<file path="src/rtl/social_battery_manager.sv">
// Debounces the mood code and drains or recharges a saturating social battery.
// It requests an exit when the battery is empty, then runs a forced recovery.
// Define BATTERY_STATS_EN to add the drain_count port, which counts DRAINED entries.
module social_battery_manager #(
    parameter int unsigned BATT_W     = 8,
    parameter int unsigned BATT_MAX   = 200,
    parameter int unsigned LOW_TH     = 64,
    parameter int unsigned HOLD       = 3,
    parameter int unsigned RECHARGE   = 1,
    parameter int unsigned DRAIN_MILD = 1,
    parameter int unsigned DRAIN_ANX  = 2,
    parameter int unsigned DRAIN_OVR  = 4
) (
    input  logic              clk,
    input  logic              reset,
    input  logic              mood_valid,
    input  logic [1:0]        mood,
    input  logic              exit_ack,
    output logic [BATT_W-1:0] battery,
    output logic [1:0]        state,
    output logic              low_warn,
    output logic              exit_req
`ifdef BATTERY_STATS_EN
    ,
    output logic [15:0]       drain_count
`endif
);
    typedef enum logic [1:0] {
        NORMAL  = 2'b00,
        LOW     = 2'b01,
        DRAINED = 2'b10,
        RECOVER = 2'b11
    } state_t;

    localparam int CW = $clog2(HOLD + 1);
    localparam int SW = BATT_W + 4;
    localparam logic [SW-1:0]     MAX_E  = SW'(BATT_MAX);
    localparam logic [BATT_W-1:0] MAX_B  = BATT_W'(BATT_MAX);
    localparam logic [BATT_W-1:0] LOW_B  = BATT_W'(LOW_TH);
    localparam logic [CW-1:0]     HOLD_C = CW'(HOLD);

    state_t            st_q, st_d;
    logic [1:0]        cand_q, eff_q;
    logic [CW-1:0]     cnt_q, cnt_d;
    logic [SW-1:0]     step, up, batt_ext;
    logic [BATT_W-1:0] batt_d;
    logic              sample, charge;

    // The filter and battery are frozen while DRAINED.
    assign sample = mood_valid && (st_q != DRAINED);

    always_comb begin
        cnt_d = CW'(1);
        if (mood == cand_q)
            cnt_d = (cnt_q >= HOLD_C) ? HOLD_C : cnt_q + CW'(1);
    end

    always_comb begin
        batt_ext = SW'(battery);
        charge   = (st_q == RECOVER) || (eff_q == 2'b00);
        step     = SW'(RECHARGE);
        if (st_q == RECOVER)
            step = SW'(2 * RECHARGE);
        else begin
            case (eff_q)
                2'b00:   step = SW'(RECHARGE);
                2'b01:   step = SW'(DRAIN_MILD);
                2'b10:   step = SW'(DRAIN_ANX);
                default: step = SW'(DRAIN_OVR);
            endcase
        end
        up     = batt_ext + step;
        batt_d = battery;
        if (sample) begin
            if (charge)
                batt_d = (up > MAX_E) ? MAX_B : up[BATT_W-1:0];
            else
                batt_d = (batt_ext < step) ? '0 : battery - step[BATT_W-1:0];
        end
    end

    // The FSM looks at the registered battery, so it lags the battery by one cycle.
    always_comb begin
        st_d = st_q;
        case (st_q)
            NORMAL:  if (battery == '0) st_d = DRAINED;
                     else if (battery < LOW_B) st_d = LOW;
            LOW:     if (battery == '0) st_d = DRAINED;
                     else if (battery >= LOW_B) st_d = NORMAL;
            DRAINED: if (exit_ack && exit_req) st_d = RECOVER;
            RECOVER: if (battery >= LOW_B) st_d = NORMAL;
            default: st_d = NORMAL;
        endcase
    end

    always_ff @(posedge clk or negedge reset) begin
        if (!reset) begin
            battery  <= MAX_B;
            st_q     <= NORMAL;
            exit_req <= 1'b0;
            eff_q    <= 2'b00;
            cand_q   <= 2'b00;
            cnt_q    <= '0;
        end else begin
            battery  <= batt_d;
            st_q     <= st_d;
            exit_req <= (st_d == DRAINED);
            if (sample) begin
                cand_q <= mood;
                cnt_q  <= cnt_d;
                if (cnt_d == HOLD_C) eff_q <= mood;
            end
        end
    end

`ifdef BATTERY_STATS_EN
    always_ff @(posedge clk or negedge reset) begin
        if (!reset)
            drain_count <= '0;
        else if (st_d == DRAINED && st_q != DRAINED && drain_count != 16'hFFFF)
            drain_count <= drain_count + 16'd1;
    end
`endif

    assign state    = st_q;
    assign low_warn = (st_q == LOW) || (st_q == DRAINED);
endmodule

</file>
<file path="config.mk">
export PLATFORM = sky130hd
export DESIGN_NAME = social_battery_manager
export DESIGN_NICKNAME = d
export VERILOG_FILES = /design/src/rtl/social_battery_manager.sv
export SDC_FILE = /design/constraint.sdc
export NUM_CORES = 1
export LEC_CHECK = 0
export BUFFER_PORTS_ARGS = -buffer_cell sky130_fd_sc_hd__buf_4
export CORE_MARGIN = 2
export CORE_UTILIZATION = 58
export CTS_CLUSTER_SIZE = 16
export DETAILED_ROUTE_END_ITERATION = 7
export PLACE_DENSITY = 0.83
export SLEW_MARGIN = 20
export SYNTH_ARGS = -nofsm -noshare
export SYNTH_HDL_FRONTEND = slang
export SYNTH_SLANG_ARGS = --single-unit
</file>
<file path="constraint.sdc">
create_clock -name clk -period 5.6 [get_ports clk]
set_input_delay 1.12 -clock clk [delete_from_list [all_inputs] [get_ports clk]]
set_output_delay 1.12 -clock clk [all_outputs]
set_load 0.005 [all_outputs]
</file>
* Yosys cells after proc, flatten, opt, wreduce, memory -nomap -nowiden
Cells that the tools add are included.
** Operators by class
- Add/sub/neg operators :: 3
- Magnitude comparators :: 5
- Eq/ne operators :: 9
- Multiplexer cells :: 13
- Reduce and logical (&&, ||, !) cells :: 9
** Operators with widths (number)
- 2-to-1 mux 8 bit :: 3
- 2-to-1 mux 2 bit :: 7
- adder 8 x 12 -> 12 bit :: 1
- greater-than comparator 12 x 8 -> 1 bit (second input constant) :: 1
- less-than comparator 8 x 12 -> 1 bit :: 1
- == test 2 bit (second input constant) :: 5
- greater-or-equal comparator 8 x 7 -> 1 bit (second input constant) :: 1
- logical NOT 8 bit :: 1
- less-than comparator 8 x 7 -> 1 bit (second input constant) :: 1
- case mux 2 bit (4 select lines) :: 1
- subtractor 8 bit :: 1
- case mux 3 bit (2 select lines) :: 1
- == test 2 x 1 -> 1 bit (second input constant) :: 2
- logical NOT 2 bit :: 2
- 2-to-1 mux 3 bit :: 1
- adder 2 x 1 -> 2 bit (second input constant) :: 1
- == test 2 bit :: 1
- greater-or-equal comparator 2 bit (second input constant) :: 1
- logical AND 1 bit :: 2
- logical OR 1 bit :: 2
- != test 2 bit (second input constant) :: 1
- AND reduction 2 bit :: 1
- OR reduction 2 bit :: 1
** Word-level totals
- Register bits :: 17
- Output and inout port bits :: 12
- Logic and storage cells :: 45

* Longest topological paths before layout
Gate-level depths: netlist of run 1.
- Depth in word-level cells :: 8
- Gate-level depth with buffers :: 10
- Gate-level depth less buffers :: 10

* Worst setup path before layout of run 1
No wires, ideal clock.
- Kind :: reg-to-reg
- From :: register st_q[0], in the netlist state[0]
- To :: register battery[3]
- Library setup time :: 0.078 ns
- Data arrival time :: 2.657 ns
- Required time :: 5.522 ns
- Path slack :: 2.865 ns
- Stages on the path, launching flop included :: 11
- Path buffers :: 0
- Period minus slack after synthesis :: 2.735 ns
- Path through :: dfrtp_1 > ha_1 > nor2_1 > ha_1 > inv_1 > fa_1 > nor3_2 > nand4_1 > a2111oi_1 > nand2_1 > a31o_1
** Between the ends
- Longest elaborated chain between the ends :: 6
- Elaborated cells between the ends (all ways) :: 12
- Those cells by class :: add/sub (2); order compare (2); eq/ne (2); mux (4); reduce/logical (2)
** RTL lines
- start: declaration :: RTL line 42 : state_t st_q, st_d;
- start signal: assignment :: RTL line 106 : st_q <= st_d;
- == test 2 bit :: RTL line 60, 62
- 2-to-1 mux 3 bit :: RTL line 62 : if (st_q == RECOVER)
- adder 8 x 12 -> 12 bit :: RTL line 72 : up = batt_ext + step;
- greater-than comparator 12 x 8 -> 1 bit :: RTL line 76 : batt_d = (up > MAX_E) ? MAX_B : up[BATT_W-1:0];
- 2-to-1 mux 8 bit :: RTL line 76
- 2-to-1 mux 8 bit :: RTL line 75 : if (charge)
- end signal: assignment :: RTL line 105 : battery <= batt_d;
- end: declaration :: RTL line 19 : output logic [BATT_W-1:0] battery,
Parallel ways exist; a longest one is shown, timed or not.
A chain may end at the register's enable or synchronous reset.

* Worst setup path in the final report of run 1
Same ends and word-level chain as after synthesis.

==> flow_metrics.tcl, run 1 <==
set metrics [dict create \
    outcome "complete, no violations" \
    io_buffer_count 17 \
    crit_start "state[0]" \
    grt_pass1_wl_um 6570 \
    critPathSlowestCell "a2111oi_1" \
    async_flop_share_pct 100 \
    vias 1471 \
    synth_cells 183 \
    antenna_cells 0 \
    tritoncts "yes" \
    final.setup.tns_ns 0 \
    final_core_util_pct 66.9 \
    synthFlopType "dfrtp_1" \
    rrSetupSlack_ns 2.57 \
    critPathMaxFanout 8 \
    synth_cell_types 54 \
    total_power_mw 1.19 \
    setup_viol 0 \
    cp_top_family "adder cells" \
    worstSetupStartpointType "flip-flop" \
    worst_pin_slew_ns 0.846 \
    wl_um 3670 \
    drc_errors 0 \
    leakage_nw 0.723 \
    grt_use_total_pct 25.7 \
    drt-wirelength-per-cell_um 16.3 \
    yosysSeqAreaShare_pct 27.7 \
    vias_per_cell 6.54 \
    post_cts_buffers 0 \
    dieWidth_um 55.7 \
    root_buffer "clkbuf_4" \
    synth_seq_cells 17 \
    endpoint "battery[3]" \
    clk_pin_slew_worst_paths_ns 0.10 \
    path_class "reg2reg" \
    nets 214 \
    cp_cell_sequence "ha_1 > nor2_1 > ha_1 > inv_1 > fa_1 > nor3_2 > nand4_1 > a2111oi_1 > nand2_1 > a31o_1" \
    syn_to_final_growth_pct 7.83 \
    finalHoldViolations 0 \
    timing.rr.end "battery[3]" \
    slew_viol_final 0 \
    power_density_nw_per_um2 712 \
    cts_buffers 3 \
    fin_skew_ns 0.00419 \
    place_congestion 0.950 \
    rr_worst_depth 10 \
    die_h_um 55.7 \
    cpMostUsedCell "ha_1" \
    holdBufCountCts 0 \
    synth.top_cell.area_share_pct 22.6 \
    syn_area_per_cell_um2 8.47 \
    synth_enable_flop_cells 0 \
    maxCapViolations 0 \
    htree_levels 1 \
    grt_max_degree 18 \
    drtIter0Drc 100 \
    synth_top_area_cell "dfrtp_1" \
    cp.depth 10 \
    ant_nets 0 \
    start_util_pct 62.0 \
    grt_pass1_vias 1449 \
    drtPass1Iterations 4 \
    hold_path.class "reg2reg" \
    antenna_found_initial 0 \
    clk_latency_ns 0.29 \
    clock-sinks 17 \
    dieArea_um2 3100 \
    cts.path.max_buffers 2 \
    slew-limit-headroom_pct 43.5 \
    synth_warnings 0 \
    place_hpwl_um 2760 \
    grt_overflow 0 \
    synth_nets 201 \
    cp.buffers_inverters 1 \
    io_pins 18 \
    grt_setup_unrepaired "false" \
    drive_above_1_share_pct 20.5 \
    layout_common_cells "17 x nand2_1, 17 x buf_4, 14 x nor2_1, 14 x dfrtp_1, 12 x a21oi_1" \
    cts_resized 0 \
    syn_area_um2 1550 \
    crit_path_end_kind "flip-flop" \
    worst_ep_arrival_time_ns 3.26 \
    vdd_drop_max_v 0.000445 \
    synth_area_leaders "dfrtp_1 23%, ha_1 8.1%, dfstp_2 5.1%" \
    required_ns 5.83 \
    timing.rr.start "state[0]" \
    row_count 18 \
    core-area_um2 2500 \
    fmax_mhz 331 \
    fin_crit_sh_pct 54.0 \
    period_minus_slack_ns 3.03 \
    critPathMaxStageDelay_ns 0.49 \
]
## power by group
part,internal [mW],switching [mW],total [mW]
Sequential,0.188,0.117,0.305
Clock,0.0277,0.0392,0.0669
Combinational,0.364,0.454,0.818
Total,0.580,0.611,1.19
## synth_stat cells, types with 2 or more instances
| cell type | instances |
|---|---|
| xor2_1 | 3 |
| o211ai_1 | 4 |
| nand2b_1 | 2 |
| a211o_1 | 2 |
| mux2i_1 | 2 |
| buf_2 | 2 |
| nand3_1 | 6 |
| nand2_1 | 17 |
| dfrtp_1 | 14 |
| dfstp_2 | 3 |
| nor4_1 | 2 |
| a31oi_1 | 6 |
| and3_1 | 2 |
| buf_6 | 4 |
| ha_1 | 10 |
| fa_1 | 2 |
| o22ai_1 | 4 |
| nand4_1 | 7 |
| inv_1 | 10 |
| a21oi_1 | 12 |
| o21bai_1 | 2 |
| a31o_2 | 2 |
| nor2_1 | 14 |
| a21o_1 | 3 |
| nor3_1 | 6 |
| clkbuf_1 | 2 |
| o21ai_0 | 9 |
| and3_2 | 2 |
| xnor2_1 | 2 |
| o21ba_2 | 2 |
| a221oi_1 | 2 |
## area by class of cell
| class | instances | area, µm² |
|---|---|---|
| flip-flops and latches | 17 | 429 |
| clock buffers | 4 | 26.3 |
| inverters | 10 | 37.5 |
| repair buffers | 17 | 128 |
| multi-input cells | 147 | 1010 |
| well taps | 30 | 37.5 |
| fillers | 211 | 828 |
## cell families (layout without fill, tap and decap cells)
family / after synthesis / after routing / share of synthesized area [%]
mux: 3 / 3 / 2.02
xor+xnor: 5 / 5 / 2.83
compound gates: 61 / 61 / 27.8
buf+inv: 19 / 31 / 6.94
fa+ha+maj: 12 / 12 / 10.7
flops: 17 / 17 / 27.7
simple gates: 66 / 66 / 22.0
## metal layers
layer | GRT usage [%] | share of wire [%] | vias up
li1 | - | - | 700
met1 | 35.9 | 41 | 679
met2 | 42.5 | 50 | 86
met3 | 1.86 | 8.1 | 6
met4 | 8.01 | 1.0 | 0
met5 | 0 | 0 | -
## sequential cells by signal, indices dropped and copies added, names as in the netlist
signal    flops
cnt_q         2
eff_q         2
cand_q        2
exit_req      1
state         2
battery       8
## metrics by stage
stage	worst slack, ns	std cells	hold slack (ns)	cell area [µm²]
CTS	2.56	225	0.524	1670
global placement	2.70	221	0.478	1650
floorplan	2.86	183	0.466	1550
detailed placement	2.58	221	0.499	1650
global route	2.32	225	0.557	1670
finish	2.57	225	0.518	1670
## worst register-to-register path: stages (launching register included)
cell and delay (ns):
dfrtp_1 0.44, ha_1 0.30, nor2_1 0.19, ha_1 0.24
inv_1 0.06, fa_1 0.48, nor3_2 0.21, nand4_1 0.13
a2111oi_1 0.49, nand2_1 0.19, a31o_1 0.24
## how the worst min path moves through the flow
stage                    from         to  slack [ns]  depth (start not counted)
global placement    cand_q[0]  cand_q[0]        0.48                          2
CTS                 cand_q[1]  cand_q[1]        0.52                          2
finish              cand_q[1]  cand_q[1]        0.52                          2
detailed placement  cand_q[1]  cand_q[1]        0.50                          2
floorplan           cand_q[0]  cand_q[0]        0.47                          2
global route        cand_q[1]  cand_q[1]        0.56                          2
Power figures use the tool's default switching activity.
==> run 2, diff against run 1 <==
==> constraint.sdc (replaced) <==
create_clock -name clk -period 3.1 [get_ports clk]
set_input_delay 0.62 -clock clk [delete_from_list [all_inputs] [get_ports clk]]
set_output_delay 0.62 -clock clk [all_outputs]
set_load 0.005 [all_outputs]
==> run 2 against run 1 <==
Total power up 85%. Setup slack worse by 2.4 ns. Largest cell class unchanged. Sequential power increased by 83%. Non-clock buffer count is 1 higher. Routed wire length rose by 3.1%. Clock skew shrank 0.0035 ns. First-iteration DRC count decreased by 42%. Global-route usage shrank 0.93 points.
==> flow_metrics.tcl, run 2 (same netlist as run 1, synthesis figures left out) <==
set metrics [dict create \
    hold_path.class "in2async" \
    fin_skew_ns 0.000649 \
    grt_setup_unrepaired "false" \
    vias_per_cell 6.55 \
    start_util_pct 62.0 \
    place_hpwl_um 2820 \
    nets 215 \
    required_ns 3.35 \
    core-area_um2 2500 \
    drc_errors 0 \
    grt_pass1_wl_um 6210 \
    io_pins 18 \
    power_density_nw_per_um2 1300 \
    drt-wirelength-per-cell_um 16.8 \
    drive_above_1_share_pct 21.9 \
    cts_buffers 3 \
    grt_pass1_vias 1352 \
    antenna_cells 0 \
    cts.path.max_buffers 2 \
    io_buffer_count 17 \
    layout_commonest_cell "buf_4" \
    maxCapViolations 0 \
    critPathMaxFanout 8 \
    place_congestion 0.945 \
    fmax_mhz 340 \
    tritoncts "yes" \
    grt_overflow 0 \
    crit_path_end_kind "flip-flop" \
    ant_nets 0 \
    layout_common_cells "18 x buf_4, 17 x nand2_1, 14 x nor2_1, 14 x dfrtp_1, 12 x a21oi_1" \
    drtIter0Drc 58 \
    cts_resized 0 \
    p_switching_mw 1.14 \
    wl_um 3790 \
    holdBufCountCts 0 \
    final.setup.tns_ns 0 \
    regMostFlops "battery" \
    worst_pin_slew_ns 0.605 \
    largest_reg_flops 8 \
    drtPass1Iterations 4 \
    clockPowerShare_pct 5.9 \
    antenna_found_initial 0 \
    worst_ep_arrival_time_ns 3.19 \
    grt_use_total_pct 24.8 \
    dieArea_um2 3100 \
    dp_slack_ns 0.108 \
    fin_crit_sh_pct 94.8 \
    vias 1481 \
    root_buffer "clkbuf_4" \
    setup_viol 0 \
    dieWidth_um 55.7 \
    vdd_drop_max_v 0.000898 \
    slew-limit-headroom_pct 59.6 \
    grt_max_degree 18 \
    row_count 18 \
    setup_slack_ns 0.161 \
    post_cts_buffers 0 \
    clk_latency_ns 0.31 \
    period_minus_slack_ns 2.94 \
    clock-sinks 17 \
    syn_to_final_growth_pct 9.60 \
    switching_share_pct 51.9 \
    combPwrFrac_pct 68.8 \
    htree_levels 1 \
    worstSetupStartpointType "flip-flop" \
    clk_pin_slew_worst_paths_ns 0.10 \
    leakage_nw 0.729 \
    finalHoldViolations 0 \
    intPower_mw 1.06 \
    slew_viol_final 0 \
    outcome "complete, no violations" \
    path_class "reg2reg" \
    die_h_um 55.7 \
    power.share.sequential_pct 25.4 \
]
[run 2: final timing paths]
check                      startpoint    endpoint  slack, ns  cells after the start
max                          state[0]  battery[3]       0.16                     10
min                             reset   cand_q[0]       0.16                      1
max reg2reg                  state[0]  battery[3]       0.16                     10
min reg2reg                 cand_q[1]   cand_q[1]       0.52                      2
max in group asynchronous       reset  battery[3]       2.69                      1
min in group clk            cand_q[1]   cand_q[1]       0.52                      2
[run 2: metal layers]
metal  global-route usage, %  part of all wire, %  vias to the layer above
li1                        -                    -                      704
met3                    2.33                  7.5                        9
met2                    40.3                   50                       76
met4                    9.76                  1.9                        0
met1                    33.9                   41                      692
met5                       0                    0                        -
[run 2: power groups by stage]
stage / sequential, mW / clock [mW] / combinational, mW
after floorplan: 0.456 / 0 / 1.18
final: 0.559 / 0.129 / 1.51
after global placement: 0.542 / 0 / 1.40
after CTS: 0.547 / 0.121 / 1.47
after detailed placement: 0.552 / 0 / 1.45
after global routing: 0.576 / 0.136 / 1.65
[run 2: layout make-up]
class                      instances  area, µm²
sequential                        17        429
clock buffer                       4       26.3
inverter                          10       37.5
multi-input combinational        147       1030
timing repair buffer              18        135
fill                             202        801
tap                               30       37.5
[run 2: worst max-delay path, stage by stage (launching register included)]
cell	delay [ns]
dfrtp_1	0.44
ha_1	0.29
nor2_1	0.17
ha_1	0.19
inv_1	0.05
fa_1	0.44
a21oi_1	0.34
a31oi_2	0.21
a221o_1	0.33
a22o_1	0.23
a31o_1	0.18
[run 2: through the flow]
| stage | power (mW) | cell area, µm² | hold WS [ns] | cells | util, % |
|---|---|---|---|---|---|
| after floorplan | 1.64 | 1550 | 0.324 | 183 | - |
| after global routing | 2.36 | 1700 | 0.175 | 226 | 68.0 |
| final | 2.20 | 1700 | 0.156 | 226 | 68.0 |
| after global placement | 1.94 | 1650 | 0.478 | 222 | 66.1 |
| after detailed placement | 2.01 | 1650 | 0.491 | 222 | 66.1 |
| after CTS | 2.13 | 1680 | 0.182 | 226 | 67.2 |
==> run 3, diff against run 2 <==
--- a/config.mk
+++ b/config.mk
@@ -8,6 +8,7 @@
 export BUFFER_PORTS_ARGS = -buffer_cell sky130_fd_sc_hd__buf_4
 export CORE_MARGIN = 2
 export CORE_UTILIZATION = 58
+export CTS_BUF_LIST = sky130_fd_sc_hd__clkbuf_4
 export CTS_CLUSTER_SIZE = 16
 export DETAILED_ROUTE_END_ITERATION = 7
 export PLACE_DENSITY = 0.83
==> run 3 against run 2 <==
Global-route usage about the same. Sequential power about the same. Routed wire length down 0.71%. Combinational power about the same. Via count down 0.68%. First-iteration DRC count up 12%. Die area unchanged. Register-to-register slack about the same. Sequential share of layout area down 0.056 points. Non-clock buffer count unchanged. Critical path type unchanged. Largest cell class unchanged.
==> flow_metrics.tcl, run 3 (same netlist as run 1, synthesis figures left out) <==
set metrics [dict create \
    outcome "complete, no violations" \
    cp_cell_sequence "ha_1 > nor2_1 > ha_1 > inv_1 > fa_1 > a21oi_1 > a31oi_2 > a221o_1 > a22o_1 > a31o_1" \
    vias_per_cell 6.51 \
    p_switching_mw 1.14 \
    leakage_nw 0.732 \
    path_class "reg2reg" \
    vdd_drop_max_v 0.000901 \
    slew-limit-headroom_pct 60.2 \
    cpMostUsedCell "ha_1" \
    die_h_um 55.7 \
    wl_um 3760 \
    grt_use_total_pct 24.7 \
    drc_errors 0 \
    core-area_um2 2500 \
    layoutNonFillerInstCount 226 \
    io_buffer_count 17 \
    grt_overflow 0 \
    crit_path_end_kind "flip-flop" \
    multiInputGateArea_um2 1030 \
    finalHoldViolations 0 \
    fin_skew_ns 0.00614 \
    holdWs_ns 0.153 \
    period_minus_slack_ns 2.93 \
    worstSetupStartpointType "flip-flop" \
    io_pins 18 \
    drive_above_1_share_pct 22.4 \
    grt_pass1_wl_um 6190 \
    power_density_nw_per_um2 1300 \
    setup_viol 0 \
    row_count 18 \
    regMostFlops "battery" \
    drtPass1Iterations 4 \
    place_hpwl_um 2820 \
    cp.buffers_inverters 1 \
    fin_crit_sh_pct 94.4 \
    place_congestion 0.945 \
    rrSetupSlack_ns 0.17 \
    worst_pin_slew_ns 0.596 \
    root_buffer "clkbuf_4" \
    syn_to_final_growth_pct 9.85 \
    cts.path.max_buffers 2 \
    dp.cells 222 \
    final_core_util_pct 68.1 \
    largest_reg_flops 8 \
    final.setup.tns_ns 0 \
    dieWidth_um 55.7 \
    clk_latency_ns 0.31 \
    holdBufCountCts 0 \
    dieArea_um2 3100 \
    drt-wirelength-per-cell_um 16.6 \
    start_util_pct 62.0 \
    grt_setup_unrepaired "false" \
    power.share.sequential_pct 25.2 \
    post_cts_buffers 0 \
    vias 1471 \
    slew_viol_final 0 \
    cts_resized 0 \
    switching_share_pct 51.6 \
    antenna_found_initial 0 \
    required_ns 3.35 \
    combPwrFrac_pct 68.5 \
    nets 215 \
    tritoncts "yes" \
    cp_top_family "compound AO/OA/AOI/OAI gates" \
    total_power_mw 2.21 \
    critPathSlowestCell "dfrtp_1" \
    clk_pin_slew_worst_paths_ns 0.11 \
    intPower_mw 1.07 \
    cts_buffers 3 \
    maxCapViolations 0 \
    clock-sinks 17 \
    fmax_mhz 342 \
    critPathMaxFanout 8 \
    grt_pass1_vias 1349 \
    antenna_cells 0 \
    hold_path.class "in2async" \
    grt_max_degree 18 \
    layout_commonest_cell "buf_4" \
    n_fill_cell 202 \
    critPathMaxStageDelay_ns 0.44 \
    drtIter0Drc 65 \
    clockPowerShare_pct 6.3 \
    htree_levels 1 \
    layout_common_cells "18 x buf_4, 17 x nand2_1, 14 x nor2_1, 14 x dfrtp_1, 12 x a21oi_1" \
    worst_ep_arrival_time_ns 3.18 \
    ant_nets 0 \
    seq_area_um2 429 \
]
run 3: cell counts in the layout (fill, tap and decap cells not counted):
Identical to the previous run, type by type.
run 3: path summary, 6_finish.rpt:
check / end / depth (start not counted) / from
setup / recovery: battery[3] / 10 / state[0]
setup reg to reg: battery[3] / 10 / state[0]
hold / removal: cand_q[0] / 1 / reset
max in group asynchronous: battery[7] / 1 / reset
min in group clk: cand_q[1] / 2 / cand_q[1]
hold reg to reg: cand_q[1] / 2 / cand_q[1]
run 3: final cells by class:
type / count / area share [%]
clock buffer: 4 / 1.76
inverter: 10 / 2.20
tap: 30 / 2.20
multi-input combinational: 147 / 60.7
sequential: 17 / 25.2
timing repair buffer: 18 / 7.94
run 3: stage by stage:
step,worst slack (ns),area [µm²]
after floorplan,0.365,1550
after global placement,0.196,1650
after detailed placement,0.108,1650
after CTS,0.102,1680
after global routing,0.0105,1700
final,0.175,1700
run 3: power groups by stage:
| stage | Combinational [mW] | Clock (mW) | Sequential, mW |
|---|---|---|---|
| after floorplan | 1.18 | 0 | 0.456 |
| after global placement | 1.40 | 0 | 0.542 |
| after detailed placement | 1.45 | 0 | 0.552 |
| after CTS | 1.47 | 0.131 | 0.547 |
| after global routing | 1.65 | 0.144 | 0.576 |
| final | 1.51 | 0.138 | 0.557 |
run 3: per-layer routing:
| metal | GRT usage, % | routed length [µm] |
|---|---|---|
| met1 | 34.1 | 1550 |
| met5 | 0 | 0 |
| met4 | 9.76 | 72 |
| met2 | 40.0 | 1870 |
| met3 | 2.33 | 273 |
